**src/rtl/vc_pop_scheduler_pkg.sv**
```systemverilog
// Shared types and field-position helpers for the VC pop scheduler.
// Word layout: [DATA_SIZE-1] VC class, [DATA_SIZE-2] destination port, remainder payload.
package vc_pop_scheduler_pkg;

  typedef enum logic [1:0] {
    IDLE  = 2'd0,
    G0    = 2'd1,
    G1    = 2'd2,
    STALL = 2'd3
  } sched_state_e;

  function automatic int vc_bit(input int data_size);
    return data_size - 1;
  endfunction

  function automatic int dest_bit(input int data_size);
    return data_size - 2;
  endfunction

endpackage

```
**src/rtl/vc_pop_scheduler_sat_counter.sv**
```systemverilog
// Saturating up-counter: one increment per cycle while inc_i is high, holds at all-ones.
// Synchronous active-low reset; output is the register itself (no extra latency).
module sat_counter #(
  parameter int CNT_W = 16
) (
  input  logic             clk_i,
  input  logic             rst_n_i,
  input  logic             inc_i,
  output logic [CNT_W-1:0] cnt_o
);

  logic [CNT_W-1:0] cnt_q;
  logic [CNT_W-1:0] cnt_d;

  always_comb begin
    cnt_d = cnt_q;
    if (inc_i && (cnt_q != {CNT_W{1'b1}})) begin
      cnt_d = cnt_q + 1'b1;
    end
  end

  always_ff @(posedge clk_i) begin
    if (!rst_n_i) begin
      cnt_q <= '0;
    end else begin
      cnt_q <= cnt_d;
    end
  end

  assign cnt_o = cnt_q;

endmodule

```
**src/rtl/vc_pop_scheduler.sv**
```systemverilog
// Pops one word per cycle from VC0/VC1 (strict VC0 priority, gated by dest almost_full) into D0/D1.
// Pops are combinational, pushes/data/stall registered (1-cycle latency); VC1 anti-starvation via VC_SCHED_STARVE_GUARD_EN.
module vc_pop_scheduler
  import vc_pop_scheduler_pkg::*;
#(
  parameter int DATA_SIZE    = 10,
  parameter int STARVE_LIMIT = 4,
  parameter int CNT_W        = 16
) (
  input  logic                 clk,
  input  logic                 reset,
  input  logic                 empty0,
  input  logic                 empty1,
  input  logic [DATA_SIZE-1:0] head0,
  input  logic [DATA_SIZE-1:0] head1,
  input  logic                 afull_d0,
  input  logic                 afull_d1,
  output logic                 pop0,
  output logic                 pop1,
  output logic                 push_d0,
  output logic                 push_d1,
  output logic [DATA_SIZE-3:0] data_out,
  output logic                 stall,
  output logic [CNT_W-1:0]     gnt_cnt0,
  output logic [CNT_W-1:0]     gnt_cnt1
);

  localparam int VC_BIT   = vc_bit(DATA_SIZE);
  localparam int DEST_BIT = dest_bit(DATA_SIZE);
  localparam int PAY_W    = DATA_SIZE - 2;

  sched_state_e     state_q, state_d;
  logic             push_d0_q, push_d0_d;
  logic             push_d1_q, push_d1_d;
  logic [PAY_W-1:0] data_q, data_d;

  logic elig0, elig1;
  logic gnt0, gnt1;
  logic force1;
  logic gnt_dest;

  // The class bit travels with the word but plays no part in routing.
  logic unused_vc_bits;
  assign unused_vc_bits = head0[VC_BIT] ^ head1[VC_BIT];

  assign elig0 = !empty0 && !(head0[DEST_BIT] ? afull_d1 : afull_d0);
  assign elig1 = !empty1 && !(head1[DEST_BIT] ? afull_d1 : afull_d0);

`ifdef VC_SCHED_STARVE_GUARD_EN
  localparam int SW = $clog2(STARVE_LIMIT + 1);

  logic [SW-1:0] starve_q, starve_d;

  assign force1 = elig1 && (starve_q == SW'(STARVE_LIMIT));

  // Run length of VC0 grants taken while VC1 was waiting; any VC1 grant or VC1 going ineligible resets it.
  always_comb begin
    starve_d = starve_q;
    if (!elig1 || gnt1) begin
      starve_d = '0;
    end else if (gnt0) begin
      starve_d = starve_q + 1'b1;
    end
  end

  always_ff @(posedge clk) begin
    if (!reset) begin
      starve_q <= '0;
    end else begin
      starve_q <= starve_d;
    end
  end
`else
  logic [31:0] unused_starve_limit;
  assign unused_starve_limit = STARVE_LIMIT;
  assign force1 = 1'b0;
`endif

  assign gnt0 = reset && elig0 && !force1;
  assign gnt1 = reset && elig1 && !gnt0;

  assign pop0 = gnt0;
  assign pop1 = gnt1;

  assign gnt_dest = gnt0 ? head0[DEST_BIT] : head1[DEST_BIT];

  always_comb begin
    state_d   = IDLE;
    push_d0_d = 1'b0;
    push_d1_d = 1'b0;
    data_d    = data_q;
    if (gnt0 || gnt1) begin
      state_d   = gnt0 ? G0 : G1;
      push_d0_d = !gnt_dest;
      push_d1_d = gnt_dest;
      data_d    = gnt0 ? head0[PAY_W-1:0] : head1[PAY_W-1:0];
    end else if (!empty0 || !empty1) begin
      state_d = STALL;
    end
  end

  always_ff @(posedge clk) begin
    if (!reset) begin
      state_q   <= IDLE;
      push_d0_q <= 1'b0;
      push_d1_q <= 1'b0;
      data_q    <= '0;
    end else begin
      state_q   <= state_d;
      push_d0_q <= push_d0_d;
      push_d1_q <= push_d1_d;
      data_q    <= data_d;
    end
  end

  assign push_d0  = push_d0_q;
  assign push_d1  = push_d1_q;
  assign data_out = data_q;
  assign stall    = (state_q == STALL);

  sat_counter #(.CNT_W(CNT_W)) u_gnt_cnt0 (
    .clk_i   (clk),
    .rst_n_i (reset),
    .inc_i   (gnt0),
    .cnt_o   (gnt_cnt0)
  );

  sat_counter #(.CNT_W(CNT_W)) u_gnt_cnt1 (
    .clk_i   (clk),
    .rst_n_i (reset),
    .inc_i   (gnt1),
    .cnt_o   (gnt_cnt1)
  );

endmodule
```
**config.mk**
```make
export PLATFORM = sky130hd
export DESIGN_NAME = vc_pop_scheduler
export DESIGN_NICKNAME = d
export VERILOG_FILES = /design/src/rtl/vc_pop_scheduler_pkg.sv /design/src/rtl/vc_pop_scheduler_sat_counter.sv /design/src/rtl/vc_pop_scheduler.sv
export SDC_FILE = /design/constraint.sdc
export NUM_CORES = 1
export LEC_CHECK = 0
export ABC_AREA = 1
export CORE_MARGIN = 1.5
export CORE_UTILIZATION = 40
export CTS_CLUSTER_DIAMETER = 60
export CTS_CLUSTER_SIZE = 20
export DETAILED_ROUTE_END_ITERATION = 10
export PLACE_DENSITY = 0.78
export SLEW_MARGIN = 20
export SYNTH_ARGS = -nofsm -noshare
export SYNTH_HDL_FRONTEND = slang
export SYNTH_SLANG_ARGS = --single-unit
```
**constraint.sdc**
```tcl
create_clock -name clk -period 2.6 [get_ports clk]
set_input_delay 0.52 -clock clk [delete_from_list [all_inputs] [get_ports clk]]
set_output_delay 0.52 -clock clk [all_outputs]
set_load 0.05 [all_outputs]
```
==> results of run 1 <==
-- metrics by stage --
step                cells  total power (W)  utilization (%)  worst slack (ns)
global route          564          0.00160             54.3             0.248
global placement      557          0.00106             52.7             0.303
finish                564          0.00152             54.3             0.310
CTS                   564          0.00155             54.3             0.295
detailed placement    557          0.00107             52.7             0.292
floorplan             420         0.000955                -             0.696
-- worst max-delay path, cell delays in order --
cell             delay (ns)
clkdlybuf4s50_1        0.52
inv_2                  0.14
nor2_4                 0.12
nand3_4                0.08
inv_2                  0.14
nor2_4                 0.06
buf_4                  0.19
-- power by group through the flow --
stage | Combinational (W) | Sequential, W | Clock, W
floorplan | 0.000126 | 0.000829 | 0
global placement | 0.000318 | 0.000743 | 0
detailed placement | 0.000324 | 0.000744 | 0
CTS | 0.000325 | 0.000728 | 0.000493
global route | 0.000349 | 0.000733 | 0.000518
finish | 0.000323 | 0.000728 | 0.000474
-- registers in the layout, summed over array words and instances, names as in the netlist --
name and count:
data_out 8, push_d1 1, u_gnt_cnt0.cnt_o 16, u_gnt_cnt1.cnt_o 16, push_d0 1, state_q 2
-- cells by family after synthesis --
group                      count (synthesis)  share of synthesized area [%]
AOI/OAI and AO/OA                         41                           8.92
xor gates and xnor gates                   5                           1.70
adders and majority gates                  2                          0.969
buffers and inverters                     67                           11.2
DFF                                       44                           34.1
and+or+nand+nor                          261                           43.1
-- final cells by class --
type	instances	area [um2]
clock buffer	7	96.3
fill	633	2870
inverter	56	210
multi-input combinational	309	1410
sequential	44	881
tap	77	96.3
timing repair buffer	71	711
-- worst max path at each step --
stage / slack (ns) / to / cells after the start / from
floorplan: 0.70 / u_gnt_cnt1.cnt_o[14] / 10 / reset
global placement: 0.30 / pop1 / 7 / reset
detailed placement: 0.29 / data_out[0] / 9 / reset
CTS: 0.30 / pop1 / 7 / reset
global route: 0.25 / pop1 / 7 / reset
finish: 0.31 / pop1 / 7 / reset
-- Yosys cell counts --
library cell	number	area [um2]
inv_1	49	184
o211ai_1	8	60.1
nand3_2	2	20.0
buf_6	4	45.0
nor2_1	82	308
clkbuf_1	3	11.3
a21oi_1	24	120
buf_4	2	15.0
xor2_1	5	43.8
buf_1	1	3.75
ha_1	2	25.0
nand4_1	9	56.3
inv_2	7	26.3
nand2_1	130	488
nor2_2	6	37.5
nand2_2	3	18.8
nand3_1	22	110
buf_2	1	5.00
and2_1	1	6.26
nor3_1	1	5.00
o21ai_0	7	35.0
nor2_4	4	45.0
dfxtp_1	44	881
nand3_4	1	17.5
a31oi_1	1	6.26
o21ai_2	1	8.76
-- per-layer routing --
metal / track usage, % / routed length [um] / vias to the layer above
met1: 21.5 / 2780 / 1258
met2: 32.1 / 3050 / 76
li1: - / - / 1433
met4: 7.88 / 97 / 0
met5: 0 / 0 / -
met3: 3.08 / 288 / 12
==> out/qor.yml, run 1 <==
required_ns: 2.08
holdWs_ns: 0.474
regToRegSetupSlack_ns: 0.81
antenna_cells: 0
final_cell_mix: "130 x nand2_1, 82 x nor2_1, 66 x clkdlybuf4s50_1"
path_max_fanout: 12
setup_viol: 0
track_usage_pct: 18.1
path_class: "in2out"
grt-ovfl-total: 0
first_pass_iters: 4
avgSynthCellArea_um2: 6.15
numCtsBuffers: 5
grt_pass1_wl_um: 10500
switching_share_pct: 30.5
placed_cell_area_mm2: 0.00331
combPwrFrac_pct: 21.2
worstHoldEndpoint: "data_out[6]"
cts_tree: "yes"
placement_rows: 29
fp.coreArea_mm2: 0.00628
dp_hpwl_um: 4580
areaGrowthSynthToFinish_pct: 31.9
slew_violations: 0
io_buffers: 68
p_int_w: 0.00106
ctsResizeCount: 0
ys_seq_area_share_pct: 34.1
design_area_mm2: 0.00341
cp.arrival_ns: 1.77
setup-tns-final_ns: 0
ctsHoldBuffers: 0
gp_congestion: 0.828
vias_per_cell: 4.93
ys_ff_latch: 44
cts-root-buf: "clkbuf_8"
ff2ff_path_depth: 10
antenna_found_initial: 0
netlist_area_mm2: 0.00258
post_cts_buffers: 0
ir_worst_vdd_mv: 0.249
power_density_mw_per_mm2: 448
outcome: "finished clean"
drcViolationCount: 0
ant_nets: 0
tightest_slew_ns: 0.545
grt_pass1_vias: 2517
rsz0062_at_grt: "no"
hold_class: "reg2reg"
syn_nets: 448
insertion_delay_ns: 0.30
hold_violations: 0
timing.rr.end: "u_gnt_cnt1.cnt_o[14]"
final_common_cell: "nand2_1"
synth_cells: 420
routed_wl_um: 6210
drt_iter0_drc: 107
grt_max_degree: 33
hp-start: "data_out[6]"
p_leak_nw: 1.49
die-area_mm2: 0.00695
wl_per_cell_um: 11.0
clock_path_buffers: 2
power_switching_w: 0.000465
cts.sinks: 44
path_clk_slew_ns: 0.08
boundaryPins: 71
hold_path_depth: 2
start_kind: "input port"
cts_max_level: 2
relSlewSlack_pct: 63.5
min_period_ns: 2.29
skew_ns: 0.00760
post_synth_num_cell_types: 26
timing.rr.start: "u_gnt_cnt1.cnt_o[0]"
start_util_pct: 41.1
clockPowerShare_pct: 31.1
drive_gt1_share_pct: 7.39
drv_cap: 0
max_freq_mhz: 437
yosysWarnings: 0
crit_path_end_kind: "output port"
period_share_pct: 88.1
nNetsFinal: 515
fp.dieW_um: 83.4
die_h_um: 83.4
p_seq_share_pct: 47.7
vias: 2779
Power figures use the tool's default switching activity.
==> run 2: changes to the inputs <==
Settings changed: CELL_PAD_IN_SITES_DETAIL_PLACEMENT set to 1, CELL_PAD_IN_SITES_GLOBAL_PLACEMENT set to 2, CORE_UTILIZATION 40 to 26, PLACE_DENSITY 0.78 to 0.94.
==> run 2 against run 1 <==
Net effect: setup slack improved by 0.036 ns; sequential share of layout area is 0.53 points lower; non-clock buffer count up 1; sequential power about the same; largest cell class unchanged; largest power group unchanged; highest routed layer unchanged.
==> out/qor.yml, run 2 (same netlist as run 1, synthesis figures left out) <==
outcome: "finished clean"
ctsResizeCount: 0
fp.coreArea_mm2: 0.00968
placement_rows: 36
clock_path_buffers: 2
path_cells: "clkdlybuf4s50_1 > inv_1 > nand2_1 > nand4_1 > nor2_4 > buf_4"
setup_viol: 0
gp_congestion: 0.843
nFillCells: 1271
cts.sinks: 44
skew_ns: 0.00372
drt_iter0_drc: 74
crit_path_end_kind: "output port"
wl_per_cell_um: 12.3
drv_cap: 0
cp.arrival_ns: 1.73
required_ns: 2.08
final_common_cell: "nand2_1"
start_kind: "input port"
nNetsFinal: 516
slew_violations: 0
path_clk_slew_ns: 0.09
grt_pass1_vias: 2773
grt-ovfl-total: 0
drive_gt1_share_pct: 7.36
ctsHoldBuffers: 0
hold_path_depth: 2
insertion_delay_ns: 0.30
routed_wl_um: 7640
io_buffers: 68
timing.rr.start: "u_gnt_cnt1.cnt_o[0]"
hold_violations: 0
path_max_fanout: 4
place_ws_ns: 0.199
timing.rr.end: "u_gnt_cnt1.cnt_o[8]"
die-area_mm2: 0.0105
ir_worst_vdd_mv: 0.178
period_share_pct: 86.7
drcViolationCount: 0
max_freq_mhz: 444
cpPeakStageDelay_ns: 0.47
vias: 2789
worstHoldEndpoint: "data_out[4]"
areaGrowthSynthToFinish_pct: 34.6
p_leak_nw: 1.49
dp_hpwl_um: 5890
ant_nets: 0
tightest_slew_ns: 0.534
grt_max_degree: 30
ff2ff_path_depth: 10
first_pass_iters: 4
cts-root-buf: "clkbuf_8"
setup-tns-final_ns: 0
antenna_cells: 0
hp-start: "data_out[4]"
hold_class: "reg2reg"
worst_slack_ns: 0.346
grt_pass1_wl_um: 12800
post_cts_buffers: 0
min_period_ns: 2.25
path_class: "in2out"
numCtsBuffers: 5
fp.dieW_um: 103
die_h_um: 103
vias_per_cell: 4.48
start_util_pct: 26.7
relSlewSlack_pct: 64.3
rsz0062_at_grt: "no"
boundaryPins: 71
antenna_found_initial: 0
slowest_stage: "clkdlybuf4s50_1"
cts_tree: "yes"
regToRegSetupSlack_ns: 0.82
final_cell_mix: "130 x nand2_1, 82 x nor2_1, 66 x clkdlybuf4s50_1"
power_density_mw_per_mm2: 438
track_usage_pct: 15.2
cts_max_level: 2
-- run 2: area by class of cell --
cell class	count	area (um2)	share of cell area (%)
sequential	44	881	25.3
multi-input combinational	309	1410	40.6
timing repair buffer	72	718	20.7
tap	133	166	4.79
clock buffer	8	90.1	2.59
inverter	56	210	6.05
-- run 2: routing by layer --
metal	share of wire, %	vias to the layer above	track usage [%]
li1	-	1435	-
met1	45	1300	18.1
met2	50	47	28.3
met3	3.7	7	2.92
met4	0.99	0	3.27
met5	0	-	0
-- run 2: worst max-delay path by stage --
stage,from,to,depth (start not counted)
global route,head1[8],pop1,6
floorplan,reset,u_gnt_cnt1.cnt_o[14],10
CTS,head1[8],pop1,6
finish,head1[8],pop1,6
detailed placement,head0[8],state_q[1],10
global placement,head0[8],state_q[1],10
-- run 2: report_power, final --
part | internal, W | switching [W]
sequential | 0.000702 | 0.0000273
clock | 0.000218 | 0.000246
combinational | 0.000122 | 0.000207
-- run 2: metrics by stage --
stage          total power [W]  area (um2)  hold slack, ns  instances  utilization, %
5_1_grt                0.00161        3480           0.499        622            35.9
6_report               0.00152        3480           0.472        622            35.9
3_5_place_dp           0.00108        3390           0.463        614            35.0
3_3_place_gp           0.00107        3390           0.454        614            35.0
2_1_floorplan         0.000955        2580           0.672        420               -
4_1_cts                0.00155        3480           0.475        622            35.9
-- run 2: worst max-delay path, delay by kind of cell --
| kind | cells | cell delay [ns] |
|---|---|---|
| and+or+nand+nor | 3 | 0.46 |
| buffers and inverters | 3 | 0.75 |
